### config.mk
export PLATFORM = sky130hd
export DESIGN_NAME = is_uart_tx_arb
export DESIGN_NICKNAME = d
export VERILOG_FILES = /design/src/rtl/is_pkg_uart_controller.sv /design/src/rtl/is_rr_pick.sv /design/src/rtl/is_uart_tx_arb.sv
export SDC_FILE = /design/constraint.sdc
export NUM_CORES = 1
export LEC_CHECK = 0
export CORE_ASPECT_RATIO = 1.1
export CORE_UTILIZATION = 35
export CTS_CLUSTER_DIAMETER = 200
export DETAILED_ROUTE_END_ITERATION = 8
export PLACE_DENSITY = 0.69
export SLEW_MARGIN = 20
export SYNTH_ARGS = -nofsm -noshare
export SYNTH_HDL_FRONTEND = slang
export SYNTH_SLANG_ARGS = --single-unit
### constraint.sdc
create_clock -name clk_i -period 4.55 [get_ports clk_i]
set_clock_uncertainty 0.2 [all_clocks]
set_input_delay 0.91 -clock clk_i [delete_from_list [all_inputs] [get_ports clk_i]]
set_output_delay 0.91 -clock clk_i [all_outputs]
set_load 0.05 [all_outputs]
### src/rtl/is_pkg_uart_controller.sv
// Shared types and constants for the UART controller and its transmit-side arbiter.
package is_pkg_uart_controller;

    localparam int unsigned DATA_W          = 8;
    localparam int unsigned ARB_TIMEOUT_CYC = 1_000_000;

    typedef enum logic {
        ARB_IDLE = 1'b0,
        ARB_LOCK = 1'b1
    } arb_state_t;

endpackage

### src/rtl/is_rr_pick.sv
// Combinational round-robin picker: first set request at or after rr_ptr_i, with wrap.
module is_rr_pick #(
    parameter int unsigned N     = 2,
    parameter int unsigned PTR_W = (N > 1) ? $clog2(N) : 1
) (
    input  logic [N-1:0]     req_i,
    input  logic [PTR_W-1:0] rr_ptr_i,
    output logic [N-1:0]     pick_o,
    output logic             any_o
);

    logic             w_found;
    logic [PTR_W-1:0] w_idx;

    always_comb begin
        pick_o  = '0;
        w_found = 1'b0;
        w_idx   = '0;
        for (int unsigned i = 0; i < N; i++) begin
            w_idx = PTR_W'((32'(rr_ptr_i) + i) % N);
            if (!w_found && req_i[w_idx]) begin
                pick_o[w_idx] = 1'b1;
                w_found       = 1'b1;
            end
        end
    end

    assign any_o = |req_i;

endmodule

### src/rtl/is_uart_tx_arb.sv
// Message-granular round-robin arbiter sharing one UART transmit handshake between N_REQ byte streams.
module is_uart_tx_arb
    import is_pkg_uart_controller::*;
#(
    parameter int unsigned N_REQ       = 2,
    parameter int unsigned DATA_W      = is_pkg_uart_controller::DATA_W,
    parameter int unsigned TIMEOUT_CYC = is_pkg_uart_controller::ARB_TIMEOUT_CYC
) (
    input  logic                     clk_i,
    input  logic                     rstn_i,
    input  logic [N_REQ-1:0]         req_valid_i,
    input  logic [N_REQ*DATA_W-1:0]  req_data_i,
    input  logic [N_REQ-1:0]         req_last_i,
    output logic [N_REQ-1:0]         req_ready_o,
    output logic [N_REQ-1:0]         grant_o,
    output logic                     busy_o,
    output logic                     timeout_o,
    output logic                     tx_rdy_t_o,
    output logic [DATA_W-1:0]        tx_data_t_o,
    input  logic                     tx_rdy_r_i
);

    localparam int unsigned PTR_W = $clog2(N_REQ);
    localparam int unsigned CNT_W = (TIMEOUT_CYC > 2) ? $clog2(TIMEOUT_CYC) : 1;
    localparam logic [CNT_W-1:0] CNT_MAX = CNT_W'(TIMEOUT_CYC - 1);

    arb_state_t         r_state,   w_state_nxt;
    logic [N_REQ-1:0]   r_grant,   w_grant_nxt;
    logic [PTR_W-1:0]   r_rr_ptr,  w_rr_ptr_nxt;
    logic [CNT_W-1:0]   r_to_cnt,  w_to_cnt_nxt;
    logic               r_timeout, w_timeout_nxt;

    logic [N_REQ-1:0]   w_pick;
    logic               w_any;
    logic [PTR_W-1:0]   w_owner;
    logic [PTR_W-1:0]   w_ptr_after;
    logic [DATA_W-1:0]  w_data_g;
    logic               w_valid_g;
    logic               w_last_g;
    logic               w_lock;
    logic               w_xfer;

    is_rr_pick #(
        .N     (N_REQ),
        .PTR_W (PTR_W)
    ) u_pick (
        .req_i    (req_valid_i),
        .rr_ptr_i (r_rr_ptr),
        .pick_o   (w_pick),
        .any_o    (w_any)
    );

    // Owner index and byte select from the one-hot grant.
    always_comb begin
        w_owner  = '0;
        w_data_g = '0;
        for (int unsigned k = 0; k < N_REQ; k++) begin
            if (r_grant[k]) begin
                w_owner  = PTR_W'(k);
                w_data_g = w_data_g | req_data_i[k*DATA_W +: DATA_W];
            end
        end
    end

    assign w_valid_g   = |(req_valid_i & r_grant);
    assign w_last_g    = |(req_last_i & r_grant);
    assign w_lock      = (r_state == ARB_LOCK);
    assign w_xfer      = w_lock & w_valid_g & tx_rdy_r_i;
    assign w_ptr_after = (w_owner == PTR_W'(N_REQ - 1)) ? '0 : w_owner + PTR_W'(1);

    always_ff @(posedge clk_i or negedge rstn_i) begin
        if (!rstn_i) begin
            r_state   <= ARB_IDLE;
            r_grant   <= '0;
            r_rr_ptr  <= '0;
            r_to_cnt  <= '0;
            r_timeout <= 1'b0;
        end else begin
            r_state   <= w_state_nxt;
            r_grant   <= w_grant_nxt;
            r_rr_ptr  <= w_rr_ptr_nxt;
            r_to_cnt  <= w_to_cnt_nxt;
            r_timeout <= w_timeout_nxt;
        end
    end

    // Last-byte release takes priority; the idle counter only runs while the owner holds valid low.
    always_comb begin
        w_state_nxt   = r_state;
        w_grant_nxt   = r_grant;
        w_rr_ptr_nxt  = r_rr_ptr;
        w_to_cnt_nxt  = '0;
        w_timeout_nxt = 1'b0;
        case (r_state)
            ARB_IDLE: begin
                if (w_any) begin
                    w_grant_nxt = w_pick;
                    w_state_nxt = ARB_LOCK;
                end
            end
            ARB_LOCK: begin
                if (w_xfer && w_last_g) begin
                    w_state_nxt  = ARB_IDLE;
                    w_grant_nxt  = '0;
                    w_rr_ptr_nxt = w_ptr_after;
                end else if (!w_valid_g) begin
                    if (r_to_cnt == CNT_MAX) begin
                        w_state_nxt   = ARB_IDLE;
                        w_grant_nxt   = '0;
                        w_rr_ptr_nxt  = w_ptr_after;
                        w_timeout_nxt = 1'b1;
                    end else begin
                        w_to_cnt_nxt = r_to_cnt + CNT_W'(1);
                    end
                end
            end
            default: begin
                w_state_nxt = ARB_IDLE;
                w_grant_nxt = '0;
            end
        endcase
    end

    assign grant_o     = r_grant;
    assign busy_o      = w_lock;
    assign timeout_o   = r_timeout;
    assign tx_rdy_t_o  = w_lock & w_valid_g;
    assign tx_data_t_o = w_lock ? w_data_g : '0;
    assign req_ready_o = w_lock ? (r_grant & {N_REQ{tx_rdy_r_i}}) : '0;

endmodule

# Word-level counts from Yosys, hierarchy flattened
# Cells that the tools add are included.
totals:
  ff_bits: 25
  elab_cells: 74
op_classes:
  addsub: 3
  n_lt_le_gt_ge: 4
  eq_ne: 5
  n_mux: 38
  bitwise_logic: 8
  reduce_logical: 11
op_table:
  columns: ["operator", "n"]
  rows:
  - ["20-bit 2-to-1 mux", 4]
  - ["8-bit 2-to-1 mux", 3]
  - ["20-bit by 1-bit adder with 20-bit output, second input constant", 1]
  - ["20-bit equality test, second input constant", 1]
  - ["1-bit 2-to-1 mux", 20]
  - ["2-bit 2-to-1 mux", 7]
  - ["8-bit OR", 1]
  - ["2-bit bitwise AND", 3]
  - ["3-bit AND reduction", 2]
  - ["2-bit OR reduction", 3]
  - ["1-bit logical AND", 4]
  - ["1-bit by 2-bit less-than comparator with 1-bit output, second input constant", 2]
  - ["2-bit by 1-bit != test with 1-bit output, second input constant", 2]
  - ["2-bit one-hot mux with 2 select lines", 1]
  - ["3-bit by 1-bit != test with 1-bit output, second input constant", 1]
  - ["3-bit by 2-bit != test with 1-bit output, second input constant", 1]
  - ["1-bit adder, second input constant", 2]
  - ["1-bit bitwise AND", 2]
  - ["1-bit demux with 1-bit select", 2]
  - ["1-bit greater-or-equal comparator, second input constant", 2]
  - ["2-bit OR", 1]
  - ["1-bit one-hot mux with 2 select lines", 1]
  - ["2-bit nonzero test", 1]
  - ["1-bit logical NOT", 1]
  - ["1-bit NOT", 1]

# Depth between registers and ports, before layout
depth:
  ltp_word: 9
  ltp_mapped: 6

# Cells and area by module
# Synthesis repeated with hierarchy kept, for this count alone.
unflattened:
  cells_unflattened: 159
  hier_area_um2: 1413.9
modules_own_cells:
  columns: ["mod", "instances", "cells_per_inst", "area_per_inst_um2"]
  rows:
  - ["is_uart_tx_arb", 1, 155, 1388.8]
  - ["is_rr_pick", 1, 4, 25.0]

# Least setup slack after synthesis
# Ideal clock, no wire load.
synth_path:
  path_type: "reg2out"
  startpoint: "register r_grant[0], in the netlist grant_o[0]"
  endpoint: "output tx_data_t_o[0]"
  t_arrival_ns: 1.738
  t_required_ns: 3.440
  setup_slack_ns: 1.702
  path_stages_with_launch: 4
  cell_sequence: "dfrtp_1 > clkbuf_1 > a22oi_1 > nor2_1"
synth_via:
  elab_chain_cells: 4
synth_lines:
  columns: ["item", "line", "text"]
  rows:
  - ["start: declaration", "is_uart_tx_arb.sv:28", "logic [N_REQ-1:0] r_grant, w_grant_nxt;"]
  - ["start signal: assignment", "is_uart_tx_arb.sv:80", "r_grant <= w_grant_nxt;"]
  - ["8-bit 2-to-1 mux (*)", "is_uart_tx_arb.sv:58", "if (r_grant[k]) begin"]
  - ["8-bit OR", "is_uart_tx_arb.sv:60", "w_data_g = w_data_g | req_data_i[k*DATA_W +: DATA_W];"]
  - ["8-bit 2-to-1 mux (*)", "is_uart_tx_arb.sv:58", null]
  - ["8-bit 2-to-1 mux (*)", "is_uart_tx_arb.sv:128", "assign tx_data_t_o = w_lock ? w_data_g : '0;"]
  - ["end: declaration", "is_uart_tx_arb.sv:19", "output logic [DATA_W-1:0] tx_data_t_o,"]
# Every way passes the cells marked *; elsewhere a longest branch is shown, timed or not.

# Worst setup path after layout
layout_path:
  startpoint: "input req_valid_i[1]"
  endpoint: "output tx_rdy_t_o"
layout_via:
  elab_chain_cells: 3
layout_lines:
  columns: ["item", "line", "text"]
  rows:
  - ["start: declaration", "is_uart_tx_arb.sv:11", "input logic [N_REQ-1:0] req_valid_i,"]
  - ["2-bit bitwise AND", "is_uart_tx_arb.sv:65", "assign w_valid_g = |(req_valid_i & r_grant);"]
  - ["2-bit OR reduction", "is_uart_tx_arb.sv:65", null]
  - ["1-bit bitwise AND", "is_uart_tx_arb.sv:127", "assign tx_rdy_t_o = w_lock & w_valid_g;"]
  - ["end: declaration", "is_uart_tx_arb.sv:18", "output logic tx_rdy_t_o,"]
# Every way passes these cells.

==> out/metrics.yaml <==
routing:
  wl_per_cell_um: 13.5
  wl_met2_mm: 1.54
  drt_iter0_drc: 53
  ant_nets: 0
  drc: 0
  met1_length_mm: 1.40
  drt-pass1-iter-count: 4
  dr_total_vias: 1233
  wl_mm: 3.19
  met3_length_um: 205
  vias_per_cell: 5.22
  topRoutingLayerUsed: "met4"
clock_tree:
  hold_buffers: 0
  cts_setup_buffers: 0
  cts.path.max_buffers: 2
  clkSinkCount: 25
  clk_pin_slew_ns: 0.08
  tritoncts: "yes"
  htreeDepth: 1
  clk_latency_ns: 0.27
  cts_buffers: 3
  post_cts_resized: 0
  root_buffer: "clkbuf_8"
sta:
  finalCriticalPeriod_ns: 3.61
  rsz0062_at_grt: "no"
  slew_violations: 0
  tightest_slew_ns: 0.863
  fin_crit_sh: 0.793
  hold_ws_ns: 0.288
  hold_viol: 0
  final-setup-viol-count: 0
  relSlewSlack: 0.424
  fmax_ghz: 0.277
  finalSetupTns_ns: 0
placed_design:
  gp_congestion: 0.787
  hpwl_mm: 2.32
  portBuffers: 37
global_routing:
  grt_usage: 0.163
  grt_pass1_vias: 1182
  overflow: 0
  antenna_found_initial: 0
  grt_max_degree: 26
  grt_pass1_wl_mm: 5.41
yosys:
  syn_nets: 177
  yosysTopAreaCell: "dfrtp_1"
  synth_area_leaders: "dfrtp_1, nor2_1, a22oi_1, xnor2_1, xor2_1"
  synth-edff-count: 0
  muxShareOfSynthArea: 0.00710
  synth_adder_area_share: 0.00888
  yosys-top-cells-count: "nor2_1, dfrtp_1, a22oi_1"
  netlist_instances: 153
  ys.flop_type: "dfrtp_1"
  synth_simple_gate_area_frac: 0.282
  ys_types: 39
  synth-seq-area-share: 0.444
  post-synth-top-count-cell: "nor2_1"
  synth_compound_gate_area_share: 0.142
  synth_seq_cells: 25
  synth_warnings: 0
  synth_top_family_by_area: "simple AND/OR/NAND/NOR gates"
  syn_area_mm2: 0.00141
  async_reset_ff_frac: 1.00
  synth_xor_xnor_area_share: 0.0746
  avgSynthCellArea_um2: 9.21
  synth.top_cell.area_share: 0.444
layout:
  fin_nets: 211
  syn_to_final_growth_pct: 30.5
  antennaDiodeCount: 0
  drive_above_1_share: 0.0538
worst_setup_path:
  required_ns: 3.44
  crit_path_end_kind: "output port"
  r2r_start: "r_to_cnt[0]$_DFF_PN0_"
  worst_setup_path_start_kind: "primary input"
  crit_fanout: 4
  critPathCapture: "tx_rdy_t_o"
  r2r-end: "grant_o[1]$_DFFE_PN0P_"
  arrival_ns: 2.50
  r2r_slack_ns: 2.01
  reg2reg_depth: 5
  setup.worst_path.class: "primary input to output port"
  critPathLaunch: "req_valid_i[1]"
status:
  status: "completed"
flow_run:
  max_cap_viol_count: 0
pwr:
  ir_drop_mv: 0.319
  power_density_mw_per_mm2: 491
  leakage_uw: 0.000777
floorplanning:
  die_h_um: 68.5
  core-area_mm2: 0.00374
  core.rowCount: 23
  die_w_um: 62.5
  io_pins: 38
  initial_core_util: 0.377
  dieArea_mm2: 0.00428
min_path:
  min_from: "r_to_cnt[0]$_DFF_PN0_"
  holdCritPathClass: "flip-flop to flip-flop"
[cell families (layout without fill, tap and decap cells)]
logic type                 count (synthesis)  after routing
and+or+nand+nor                           73             73
AOI/OAI and AO/OA                         29             29
DFF                                       25             25
xor gates and xnor gates                  12             12
buffers and inverters                     12             45
adders and majority gates                  1              1
muxes                                      1              1
[worst min path at each step]
stage | slack, ns | depth (start not counted) | endpoint
global route | 0.32 | 1 | r_to_cnt[0]$_DFF_PN0_
floorplan | 0.24 | 1 | r_to_cnt[0]$_DFF_PN0_
global placement | 0.26 | 1 | r_to_cnt[0]$_DFF_PN0_
detailed placement | 0.28 | 1 | r_to_cnt[0]$_DFF_PN0_
CTS | 0.29 | 1 | r_to_cnt[0]$_DFF_PN0_
finish | 0.29 | 1 | r_to_cnt[0]$_DFF_PN0_
[sequential cells by signal, summed over array words and instances, names as in the netlist]
name,flops
r_rr_ptr,1
r_to_cnt,20
grant_o,2
timeout_o,1
busy_o,1
[area by class of cell]
class / count / area [um^2]
Fill cell: 363 / 1900
Multi-Input combinational cell: 116 / 724
Sequential cell: 25 / 626
Timing Repair Buffer: 37 / 365
Tap cell: 50 / 62.6
Clock buffer: 4 / 45.0
Inverter: 4 / 15.0
[cell usage in the layout (no fill, tap or decap), types with 2 or more instances in the layout]
cell type and count:
and3_1 5, clkbuf_8 3, a211oi_1 2, dfrtp_1 25, nand2_1 8, and2_1 2, nor3_1 6, inv_1 4
xnor2_1 6, xor2_1 6, clkdlybuf4s50_1 36, nand3_1 7, or3_1 3, a21oi_1 8, a22oi_1 9, o21ai_0 4
nand4_1 3, o31ai_1 2, nor2_1 27, or4_1 2
[report_power, final]
| group | total (uW) | leakage (uW) | internal, uW | switching (uW) |
|---|---|---|---|---|
| Combinational | 449 | 0.000426 | 164 | 285 |
| Clock | 130 | 0.0000228 | 62.6 | 67.0 |
| Sequential | 324 | 0.000328 | 260 | 63.9 |
| Total | 903 | 0.000777 | 487 | 416 |
[critical path, stage by stage]
cell and delay [ns]:
clkdlybuf4s50_1 0.53, a22oi_1 0.13, nor2_1 0.12, clkdlybuf4s50_1 0.81
[per-layer routing]
metal | vias up | global-route usage
met1 | 570 | 0.183
met2 | 45 | 0.311
met5 | - | 0
met3 | 5 | 0.0247
li1 | 613 | -
met4 | 0 | 0.0698
[through the flow]
stage / cell area, um^2 / worst slack (ns) / power (uW) / utilization / instances
6_report: 1840 / 0.941 / 903 / 0.491 / 236
5_1_grt: 1840 / 0.880 / 963 / 0.491 / 236
4_1_cts: 1840 / 0.940 / 916 / 0.493 / 236
3_5_place_dp: 1800 / 0.943 / 781 / 0.481 / 232
3_3_place_gp: 1800 / 0.964 / 767 / 0.481 / 232
2_1_floorplan: 1410 / 1.70 / 645 / - / 153
(Power assumes the default switching activity.)
